[src/rtl/pc_seq_pkg.sv]
// Shared types and constants for the pc_seq fetch sequencer.
package pc_seq_pkg;

    typedef enum logic [2:0] {
        IDLE  = 3'd0,
        REQ   = 3'd1,
        EXEC  = 3'd2,
        HALT  = 3'd3,
        FAULT = 3'd4
    } state_e;

    localparam logic [3:0]  OP_BR   = 4'hB;
    localparam logic [3:0]  OP_HALT = 4'hF;
    localparam int unsigned DISP_W  = 12;

endpackage

[src/rtl/pc_seq_br_decode.sv]
// Combinational instruction decode into one PC command plus offset magnitude.
module br_decode
    import pc_seq_pkg::*;
(
    input  logic [15:0] instr,
    output logic        inc,
    output logic        add,
    output logic        sub,
    output logic        halt,
    output logic [15:0] offset
);

    logic [3:0]        op;
    logic [DISP_W-1:0] disp;
    logic [DISP_W:0]   mag;

    always_comb begin
        inc    = 1'b0;
        add    = 1'b0;
        sub    = 1'b0;
        halt   = 1'b0;
        offset = 16'h0000;
        op     = instr[15:12];
        disp   = instr[DISP_W-1:0];
        // One extra bit so the most negative displacement has a representable magnitude.
        mag    = ~{disp[DISP_W-1], disp} + (DISP_W+1)'(1);
        if (op == OP_HALT) begin
            halt = 1'b1;
        end else if (op == OP_BR) begin
            if (disp[DISP_W-1]) begin
                sub    = 1'b1;
                offset = 16'(mag);
            end else if (disp != '0) begin
                add    = 1'b1;
                offset = 16'(disp);
            end
        end else begin
            inc = 1'b1;
        end
    end

endmodule

[src/rtl/pc_seq.sv]
// Fetch sequencer: imem handshake, timeout, and registered PC command pulses.
// Optional branch counter output br_cnt enabled by defining PC_SEQ_BRCNT_EN.
module pc_seq
    import pc_seq_pkg::*;
#(
    parameter int unsigned TMO_CYC = 15
) (
    input  logic        clk,
    input  logic        reset,
    input  logic        run,
    input  logic        imem_ack,
    input  logic [15:0] instr,
    input  logic [15:0] pc,
    output logic        imem_req,
    output logic        pc_inc,
    output logic        pc_add,
    output logic        pc_sub,
    output logic [15:0] pc_offset,
    output logic        halted,
    output logic        fault,
`ifdef PC_SEQ_BRCNT_EN
    output logic [15:0] br_cnt,
`endif
    output logic [15:0] last_pc
);

    localparam int unsigned CNT_W = 8;

    state_e             state_q, state_d;
    logic [CNT_W-1:0]   cnt_q, cnt_d;
    logic               halt_pend_q, halt_pend_d;
    logic               imem_req_q, imem_req_d;
    logic               pc_inc_q, pc_inc_d;
    logic               pc_add_q, pc_add_d;
    logic               pc_sub_q, pc_sub_d;
    logic [15:0]        pc_offset_q, pc_offset_d;
    logic               halted_q, halted_d;
    logic               fault_q, fault_d;
    logic [15:0]        last_pc_q, last_pc_d;
`ifdef PC_SEQ_BRCNT_EN
    logic [15:0]        br_cnt_q, br_cnt_d;
`endif

    logic               dec_inc, dec_add, dec_sub, dec_halt;
    logic [15:0]        dec_offset;

    // Decode the word on the bus so the command pulse can be registered into EXEC.
    br_decode u_br_decode (
        .instr  (instr),
        .inc    (dec_inc),
        .add    (dec_add),
        .sub    (dec_sub),
        .halt   (dec_halt),
        .offset (dec_offset)
    );

    always_ff @(posedge clk or posedge reset) begin
        if (reset) begin
            state_q     <= IDLE;
            cnt_q       <= '0;
            halt_pend_q <= 1'b0;
            imem_req_q  <= 1'b0;
            pc_inc_q    <= 1'b0;
            pc_add_q    <= 1'b0;
            pc_sub_q    <= 1'b0;
            pc_offset_q <= 16'h0000;
            halted_q    <= 1'b0;
            fault_q     <= 1'b0;
            last_pc_q   <= 16'h0000;
`ifdef PC_SEQ_BRCNT_EN
            br_cnt_q    <= 16'h0000;
`endif
        end else begin
            state_q     <= state_d;
            cnt_q       <= cnt_d;
            halt_pend_q <= halt_pend_d;
            imem_req_q  <= imem_req_d;
            pc_inc_q    <= pc_inc_d;
            pc_add_q    <= pc_add_d;
            pc_sub_q    <= pc_sub_d;
            pc_offset_q <= pc_offset_d;
            halted_q    <= halted_d;
            fault_q     <= fault_d;
            last_pc_q   <= last_pc_d;
`ifdef PC_SEQ_BRCNT_EN
            br_cnt_q    <= br_cnt_d;
`endif
        end
    end

    always_comb begin
        state_d     = state_q;
        cnt_d       = cnt_q;
        halt_pend_d = halt_pend_q;
        pc_inc_d    = 1'b0;
        pc_add_d    = 1'b0;
        pc_sub_d    = 1'b0;
        pc_offset_d = 16'h0000;
        last_pc_d   = last_pc_q;
`ifdef PC_SEQ_BRCNT_EN
        br_cnt_d    = br_cnt_q;
`endif
        unique case (state_q)
            IDLE: begin
                if (run) state_d = REQ;
            end
            REQ: begin
                // Ack takes priority over the timeout limit in the same cycle.
                if (imem_ack) begin
                    state_d     = EXEC;
                    cnt_d       = '0;
                    last_pc_d   = pc;
                    halt_pend_d = dec_halt;
                    pc_inc_d    = dec_inc;
                    pc_add_d    = dec_add;
                    pc_sub_d    = dec_sub;
                    pc_offset_d = dec_offset;
`ifdef PC_SEQ_BRCNT_EN
                    if (dec_add || dec_sub) br_cnt_d = br_cnt_q + 16'd1;
`endif
                end else begin
                    cnt_d = cnt_q + CNT_W'(1);
                    if (cnt_q + CNT_W'(1) == CNT_W'(TMO_CYC)) state_d = FAULT;
                end
            end
            EXEC: begin
                if (halt_pend_q)  state_d = HALT;
                else if (run)     state_d = REQ;
                else              state_d = IDLE;
            end
            HALT: begin
                if (!run) state_d = IDLE;
            end
            FAULT: begin
                state_d = FAULT;
            end
            default: begin
                state_d = IDLE;
            end
        endcase
        imem_req_d = (state_d == REQ);
        halted_d   = (state_d == HALT);
        fault_d    = (state_d == FAULT);
    end

    assign imem_req  = imem_req_q;
    assign pc_inc    = pc_inc_q;
    assign pc_add    = pc_add_q;
    assign pc_sub    = pc_sub_q;
    assign pc_offset = pc_offset_q;
    assign halted    = halted_q;
    assign fault     = fault_q;
    assign last_pc   = last_pc_q;
`ifdef PC_SEQ_BRCNT_EN
    assign br_cnt    = br_cnt_q;
`endif

endmodule

[config.mk]
export PLATFORM = sky130hd
export DESIGN_NAME = pc_seq
export DESIGN_NICKNAME = d
export VERILOG_FILES = /design/src/rtl/pc_seq_pkg.sv /design/src/rtl/pc_seq_br_decode.sv /design/src/rtl/pc_seq.sv
export SDC_FILE = /design/constraint.sdc
export NUM_CORES = 1
export LEC_CHECK = 0
export ABC_AREA = 1
export CAP_MARGIN = 20
export CORE_MARGIN = 4
export CORE_UTILIZATION = 42
export DETAILED_ROUTE_END_ITERATION = 10
export GPL_TIMING_DRIVEN = 1
export PLACE_DENSITY = 0.76
export SYNTH_ARGS = -nofsm -noshare
export SYNTH_HDL_FRONTEND = slang
export SYNTH_HIERARCHICAL = 1
export SYNTH_SLANG_ARGS = --single-unit
[constraint.sdc]
create_clock -name clk -period 1.38 [get_ports clk]
set_input_delay 0.276 -clock clk [delete_from_list [all_inputs] [get_ports clk]]
set_output_delay 0.276 -clock clk [all_outputs]
set_load 0.01 [all_outputs]
==> run_results.csv, run 1 <==
group,metric,value,unit
clock_tree,ctsHoldBuffers,0,
worst_setup_path,rr_worst_depth,5,
finish,drive_above_1_share,23.51,%
clock_tree,cts_buffer_depth,2,
worst_setup_path,slowest_delay,0.37,ns
worst_setup_path,reg2reg_from,"state_q[0]$_DFF_PP0_",
drt,wl,5854,microns
logic_synthesis,synth_common_cells,"nand2_1 (71), dfrtp_1 (50), nor2_1 (42), inv_1 (30), nand3_1 (11)",
worst_setup_path,cp.required,1.57,ns
worst_setup_path,crit_chain,"inv_2, nor3_4, buf_6, nand2_8, mux2_4",
timing,setup_ws,-0.02276,ns
timing,fmax,0.7129,GHz
grt,grt_pass1_wl,9528,microns
drt,dr.pass1.iters,5,
place,io_buffer_count,73,
pwr,leakagePower,2.081,nW
grt,grt_util_all_layers,16.51,%
logic_synthesis,synth.most_common_cell,"nand2_1",
worst_setup_path,crit_arrival,1.60,ns
min_path,hold_path_class,"input port to asynchronous set/reset pin",
logic_synthesis,synthArstFlopShare,100.0,%
outcome,violations,"setup timing",
clock_tree,cts_inserted_buffers,5,
finish,multi_input_area,1177,sq um
finish,seqCellArea,1252,sq um
finish,design_area,3731,sq um
die,io_pins,74,
grt,grt_pass1_vias,2102,
place,dpl_cell_area,3436,sq um
clock_tree,cts.sinks,50,
die,die_w,84.49,microns
drt,drt-wirelength-per-cell,12.75,microns
grt,grt-ovfl-total,0,
logic_synthesis,ys.flop_type,"dfrtp_1",
timing,worst_clock_skew,0.003844,ns
logic_synthesis,synth_edf_count,0,
timing,setup_viol,7,
grt,antenna_found_initial,0,
logic_synthesis,ys_types,32,
worst_setup_path,cp_top_family,"flip-flops",
worst_setup_path,path_class,"flip-flop to flip-flop",
clock_tree,clock_latency,0.30,ns
timing,finalHoldViolCount,0,
worst_setup_path,r2r_end,"last_pc[7]$_DFFE_PP0P_",
logic_synthesis,ys_seq_area_share,50.92,%
die,core-area,5574,sq um
drt,viasPerCell,4.725,
finish,nets,425,
place,hpwl,4123,microns
timing,rsz0062_at_grt,"true",
grt,grt_start_max_net_pins,51,
worst_setup_path,crit_path_end_kind,"flip-flop",
outcome,status,"complete, but fails checks",
logic_synthesis,yosysWarningCount,6,
clock_tree,htree_num_levels,2,
clock_tree,cts_root_buffer,"clkbuf_8",
drt,vias,2169,
timing,drv_slew,0,
finish,area_delta_synth_final,51.83,%
finish,n_antenna_cell,0,
worst_setup_path,crit_buf_inv,2,
die,dieArea,7139,sq um
finish,fillers,473,
timing,finalCriticalPeriod,1.403,ns
drt,route.detailed.drc,0,
place,place_congestion,0.8982,
drt,drt-initial-drc-count,92,
logic_synthesis,synth_area_leader_cell,"dfrtp_1",
flow_run,max_cap_viol_count,0,
timing,period_share,101.6,%
logic_synthesis,syn_inst,279,
logic_synthesis,yosys-top-cells-area,"dfrtp_1 (51%), nand2_1 (11%), nor2_1 (6.4%)",
pwr,power_density,744.1,nW/um^2
worst_setup_path,cpMaxStageDelayCell,"dfrtp_1",
die,start_util,44.09,%
timing,slew_headroom,48.25,%
worst_setup_path,r2r_slack,-0.02,ns
drt,antenna_left,0,
die,rows,27,
pwr,peakVddDrop,0.3857,mV
clock_tree,cts_tree,"done",
worst_setup_path,worst_setup_path_start_kind,"flip-flop",
worst_setup_path,critPathMaxFanout,5,
logic_synthesis,synth_area_per_cell,8.808,sq um
die,dieHeight,84.49,microns
logic_synthesis,synth_seq_cells,50,
logic_synthesis,synth_area,2457,sq um
timing,worstMarginPinSlew,0.7749,ns
clock_tree,clkTransAtPathRegs,0.09,ns
logic_synthesis,synth_top_cell_area_share,50.92,%
timing,tns,-0.1174,ns
[metal layers]
metal,vias up,global-route usage (%),routed length [microns]
li1,1084,-,-
met1,1019,18.67,2299
met2,60,30.25,3190
met3,6,4.416,302
met4,0,4.892,61
met5,-,0,0
[placed cells by master, fill, tap and decap left out, types with 2 or more instances in the layout]
cell type,synthesis,final
conb_1,1,4
buf_12,0,2
buf_4,5,27
dfrtp_1,50,49
nor2_1,42,40
inv_1,30,25
inv_2,2,6
nand3_2,0,2
nand2_8,0,3
mux2_4,9,10
clkinvlp_4,0,2
nand3_1,11,8
nand4_1,4,4
clkbuf_8,0,5
ha_4,0,2
nand2_2,2,6
nor2_4,2,3
clkdlybuf4s50_1,0,28
nor2_2,2,3
buf_6,1,3
a21oi_1,7,7
mux2_2,8,7
nand2_1,71,66
nand2_4,1,2
dlygate4sd2_1,0,38
dlymetal6s2s_1,0,7
o21ai_0,10,5
o21ai_1,3,8
[worst max path at each step]
stage | from | to | slack [ns] | cells after the start
after floorplan | state_q[1]$_DFF_PP0_ | last_pc[0]$_DFFE_PP0P_ | -0.07 | 4
after global placement | instr[0] | pc_offset[8]$_DFF_PP0_ | -0.31 | 10
after detailed placement | instr[1] | pc_offset[8]$_DFF_PP0_ | -0.37 | 10
after CTS | cnt_q[1]$_DFFE_PP0P_ | imem_req$_DFF_PP0_ | -0.003 | 10
after global routing | cnt_q[0]$_DFFE_PP0P_ | imem_req$_DFF_PP0_ | -0.11 | 8
final | state_q[0]$_DFF_PP0_ | last_pc[7]$_DFFE_PP0P_ | -0.02 | 5
[where the power goes]
part	internal [W]	leakage [nW]	switching, W
registers	0.00146	0.646	0
logic	0.000151	1.38	0.000138
clock network	0.000541	0.0514	0.000482
total	0.00216	2.08	0.000620
[metrics by stage]
| step | instances | util, % | setup WS [ns] | total power, W | hold slack (ns) |
|---|---|---|---|---|---|
| 3_5_place_dp | 441 | 61.64 | -0.3669 | 0.001768 | 0.4923 |
| 3_3_place_gp | 441 | 61.64 | -0.3141 | 0.001765 | 0.4863 |
| 5_1_grt | 459 | 66.94 | -0.1061 | 0.002917 | 0.3912 |
| 2_1_floorplan | 282 | - | -0.07395 | 0.001606 | 0.3184 |
| 4_1_cts | 454 | 64.15 | -0.003017 | 0.002809 | 0.3820 |
| 6_report | 459 | 66.94 | -0.02276 | 0.002776 | 0.3690 |
[sequential cells by signal, indices dropped and copies added, names as in the netlist, 3 cells and up]
name,cells
last_pc,16
pc_offset,16
cnt_q,8
state_q,3
[what timing repair did]
item | 4_1_cts | 5_1_grt
gates resized for setup | 48 | 33
hold endpoints to repair | 0 | 0
cloned | 0 | 3
setup endpoints to repair | 66 | 41
setup buffers | 5 | 3
pin swaps | 5 | 9
[final cells by class]
class,count,area share (%)
tap,72,2.414
sequential,50,33.57
clock inverter,2,1.006
multi-input combinational,192,31.56
inverter,32,3.320
timing repair buffer,105,26.19
clock buffer,6,1.945
[cells by family after synthesis]
group | count (synthesis) | share of synthesized area [%]
xor gates and xnor gates | 1 | 0.3565
other | 1 | 0.1526
muxes | 17 | 9.165
adders and majority gates | 3 | 1.528
AOI/OAI and AO/OA | 25 | 5.855
buffers and inverters | 43 | 7.740
DFF | 50 | 50.92
and+or+nand+nor | 139 | 24.29
[worst reg2reg max path, cell delays in order (launching register included)]
cell and delay (ns):
dfrtp_1 0.37, inv_2 0.06, nor3_4 0.21, buf_6 0.22
nand2_8 0.10, mux2_4 0.34
No activity file was read; power rests on OpenSTA's default activity.
==> run 2: changes to the inputs <==
- CORE_UTILIZATION: 42 -> 51
- PLACE_DENSITY: 0.76 -> 0.86
- SKIP_CTS_REPAIR_TIMING: unset -> 1
- clock period: 1.38 -> 1.7 ns (I/O delays scaled with it)
==> run_results.csv, run 2 (synthesis gave the netlist of run 1 again) <==
group,metric,value,unit
clock_tree,htree_num_levels,2,
finish,n_antenna_cell,0,
grt,antenna_found_initial,0,
die,rows,24,
worst_setup_path,crit_path_end_kind,"primary output",
timing,worst_clock_skew,0.002201,ns
finish,final_util,76.64,%
worst_setup_path,slowest_delay,0.55,ns
drt,vias,2058,
worst_setup_path,cp_top_family,"buffers and inverters",
timing,fmax,0.6344,GHz
min_path,hold_path_class,"input port to asynchronous set/reset pin",
die,die_w,77.42,microns
clock_tree,cts_inserted_buffers,5,
drt,drt-initial-drc-count,117,
clock_tree,cts_tree,"done",
die,io_pins,74,
timing,finalCriticalPeriod,1.576,ns
grt,grt_pass1_wl,9418,microns
worst_setup_path,crit_chain,"clkdlybuf4s50_1",
timing,setup_ws,0.1238,ns
worst_setup_path,critPathMaxFanout,2,
finish,fin_cells,416,
worst_setup_path,path_class,"flip-flop to primary output",
die,dieHeight,77.42,microns
pwr,peakVddDrop,0.3379,mV
worst_setup_path,cpMaxStageDelayCell,"clkdlybuf4s50_1",
drt,wl,5398,microns
clock_tree,cts.sinks,50,
timing,drv_slew,0,
drt,viasPerCell,4.947,
place,place_congestion,0.8886,
worst_setup_path,cp.required,1.36,ns
worst_setup_path,rr_worst_depth,7,
place,dp.cells,408,
grt,grt_pass1_vias,2189,
pwr,leakagePower,1.727,nW
clock_tree,cts_root_buffer,"clkbuf_8",
finish,final_common_cell,"clkdlybuf4s50_1",
outcome,status,"complete, no violations",
finish,design_area,3452,sq um
pwr,power_density,697.0,nW/um^2
place,pre_cts_ws,-0.07553,ns
drt,route.detailed.drc,0,
timing,setup_viol,0,
place,io_buffer_count,73,
worst_setup_path,r2r_slack,0.12,ns
finish,drive_above_1_share,13.74,%
worst_setup_path,r2r_end,"fault$_DFF_PP0_",
flow_run,max_cap_viol_count,0,
die,dieArea,5993,sq um
timing,period_share,92.72,%
place,hpwl,4272,microns
grt,grt_util_all_layers,19.56,%
timing,rsz0062_at_grt,"false",
drt,drt-wirelength-per-cell,12.98,microns
finish,nets,402,
drt,dr.pass1.iters,4,
grt,grt_start_max_net_pins,22,
die,start_util,54.56,%
worst_setup_path,crit_buf_inv,1,
worst_setup_path,reg2reg_from,"cnt_q[1]$_DFFE_PP0P_",
clock_tree,clock_latency,0.30,ns
drt,antenna_left,0,
clock_tree,clkTransAtPathRegs,0.09,ns
clock_tree,cts_buffer_depth,2,
finish,layout_common_cells,"clkdlybuf4s50_1 (73), nand2_1 (71), dfrtp_1 (50), nor2_1 (42), inv_1 (29)",
pwr,p_total,0.002406,W
die,core-area,4504,sq um
place,dpl_cell_area,3309,sq um
worst_setup_path,crit_arrival,1.24,ns
finish,area_delta_synth_final,40.48,%
worst_setup_path,worst_setup_path_start_kind,"flip-flop",
grt,grt-ovfl-total,0,
timing,finalHoldViolCount,0,
run 2: changes by cell type in the layout (fill, tap and decap cells not counted), sizes merged:
cell,change
clkdlybuf4s50,+45
dlygate4sd2,-38
nand2,-3
bufinv,+1
buf,-20
dlymetal6s2s,-7
inv,+1
clkinvlp,-2
run 2: stage by stage:
stage | hold WS [ns] | setup TNS, ns
after floorplan | 0.4797 | 0
after global placement | 0.4874 | -0.2076
after detailed placement | 0.4910 | -0.6397
after CTS | 0.3178 | 0
after global routing | 0.3363 | 0
final | 0.3205 | 0
run 2: layout make-up:
class                   instances  area, sq um
multi-input cells             189         1027
flip-flops and latches         50         1251
well taps                      52        65.06
inverters                      32        120.1
fillers                       327         1052
clock buffers                   6        82.58
repair buffers                 85        845.8
clock inverters                 2        60.06
run 2: how the worst max path moves through the flow:
stage                                start                      to  slack, ns  depth (start not counted)
floorplan                            reset    cnt_q[0]$_DFFE_PP0P_       0.16                          1
global placement                  instr[0]  pc_offset[8]$_DFF_PP0_      -0.05                         10
detailed placement                instr[1]  pc_offset[9]$_DFF_PP0_      -0.08                          9
CTS                 last_pc[2]$_DFFE_PP0P_              last_pc[2]       0.11                          1
global route          cnt_q[1]$_DFFE_PP0P_      imem_req$_DFF_PP0_      0.007                          8
finish              last_pc[2]$_DFFE_PP0P_              last_pc[2]       0.12                          1
run 2: routing by layer:
layer | global-route usage [%] | wire length [microns]
met3 | 3.125 | 226
met2 | 38.26 | 2886
met1 | 20.77 | 2233
met4 | 7.651 | 51
met5 | 0 | 0
run 2: power by group:
part / leakage (nW) / internal [W] / switching, W / total (W)
sequential: 0.647 / 0.00119 / 0 / 0.00119
combinational: 1.01 / 0.000110 / 0.0000976 / 0.000208
clock: 0.0714 / 0.000627 / 0.000383 / 0.00101
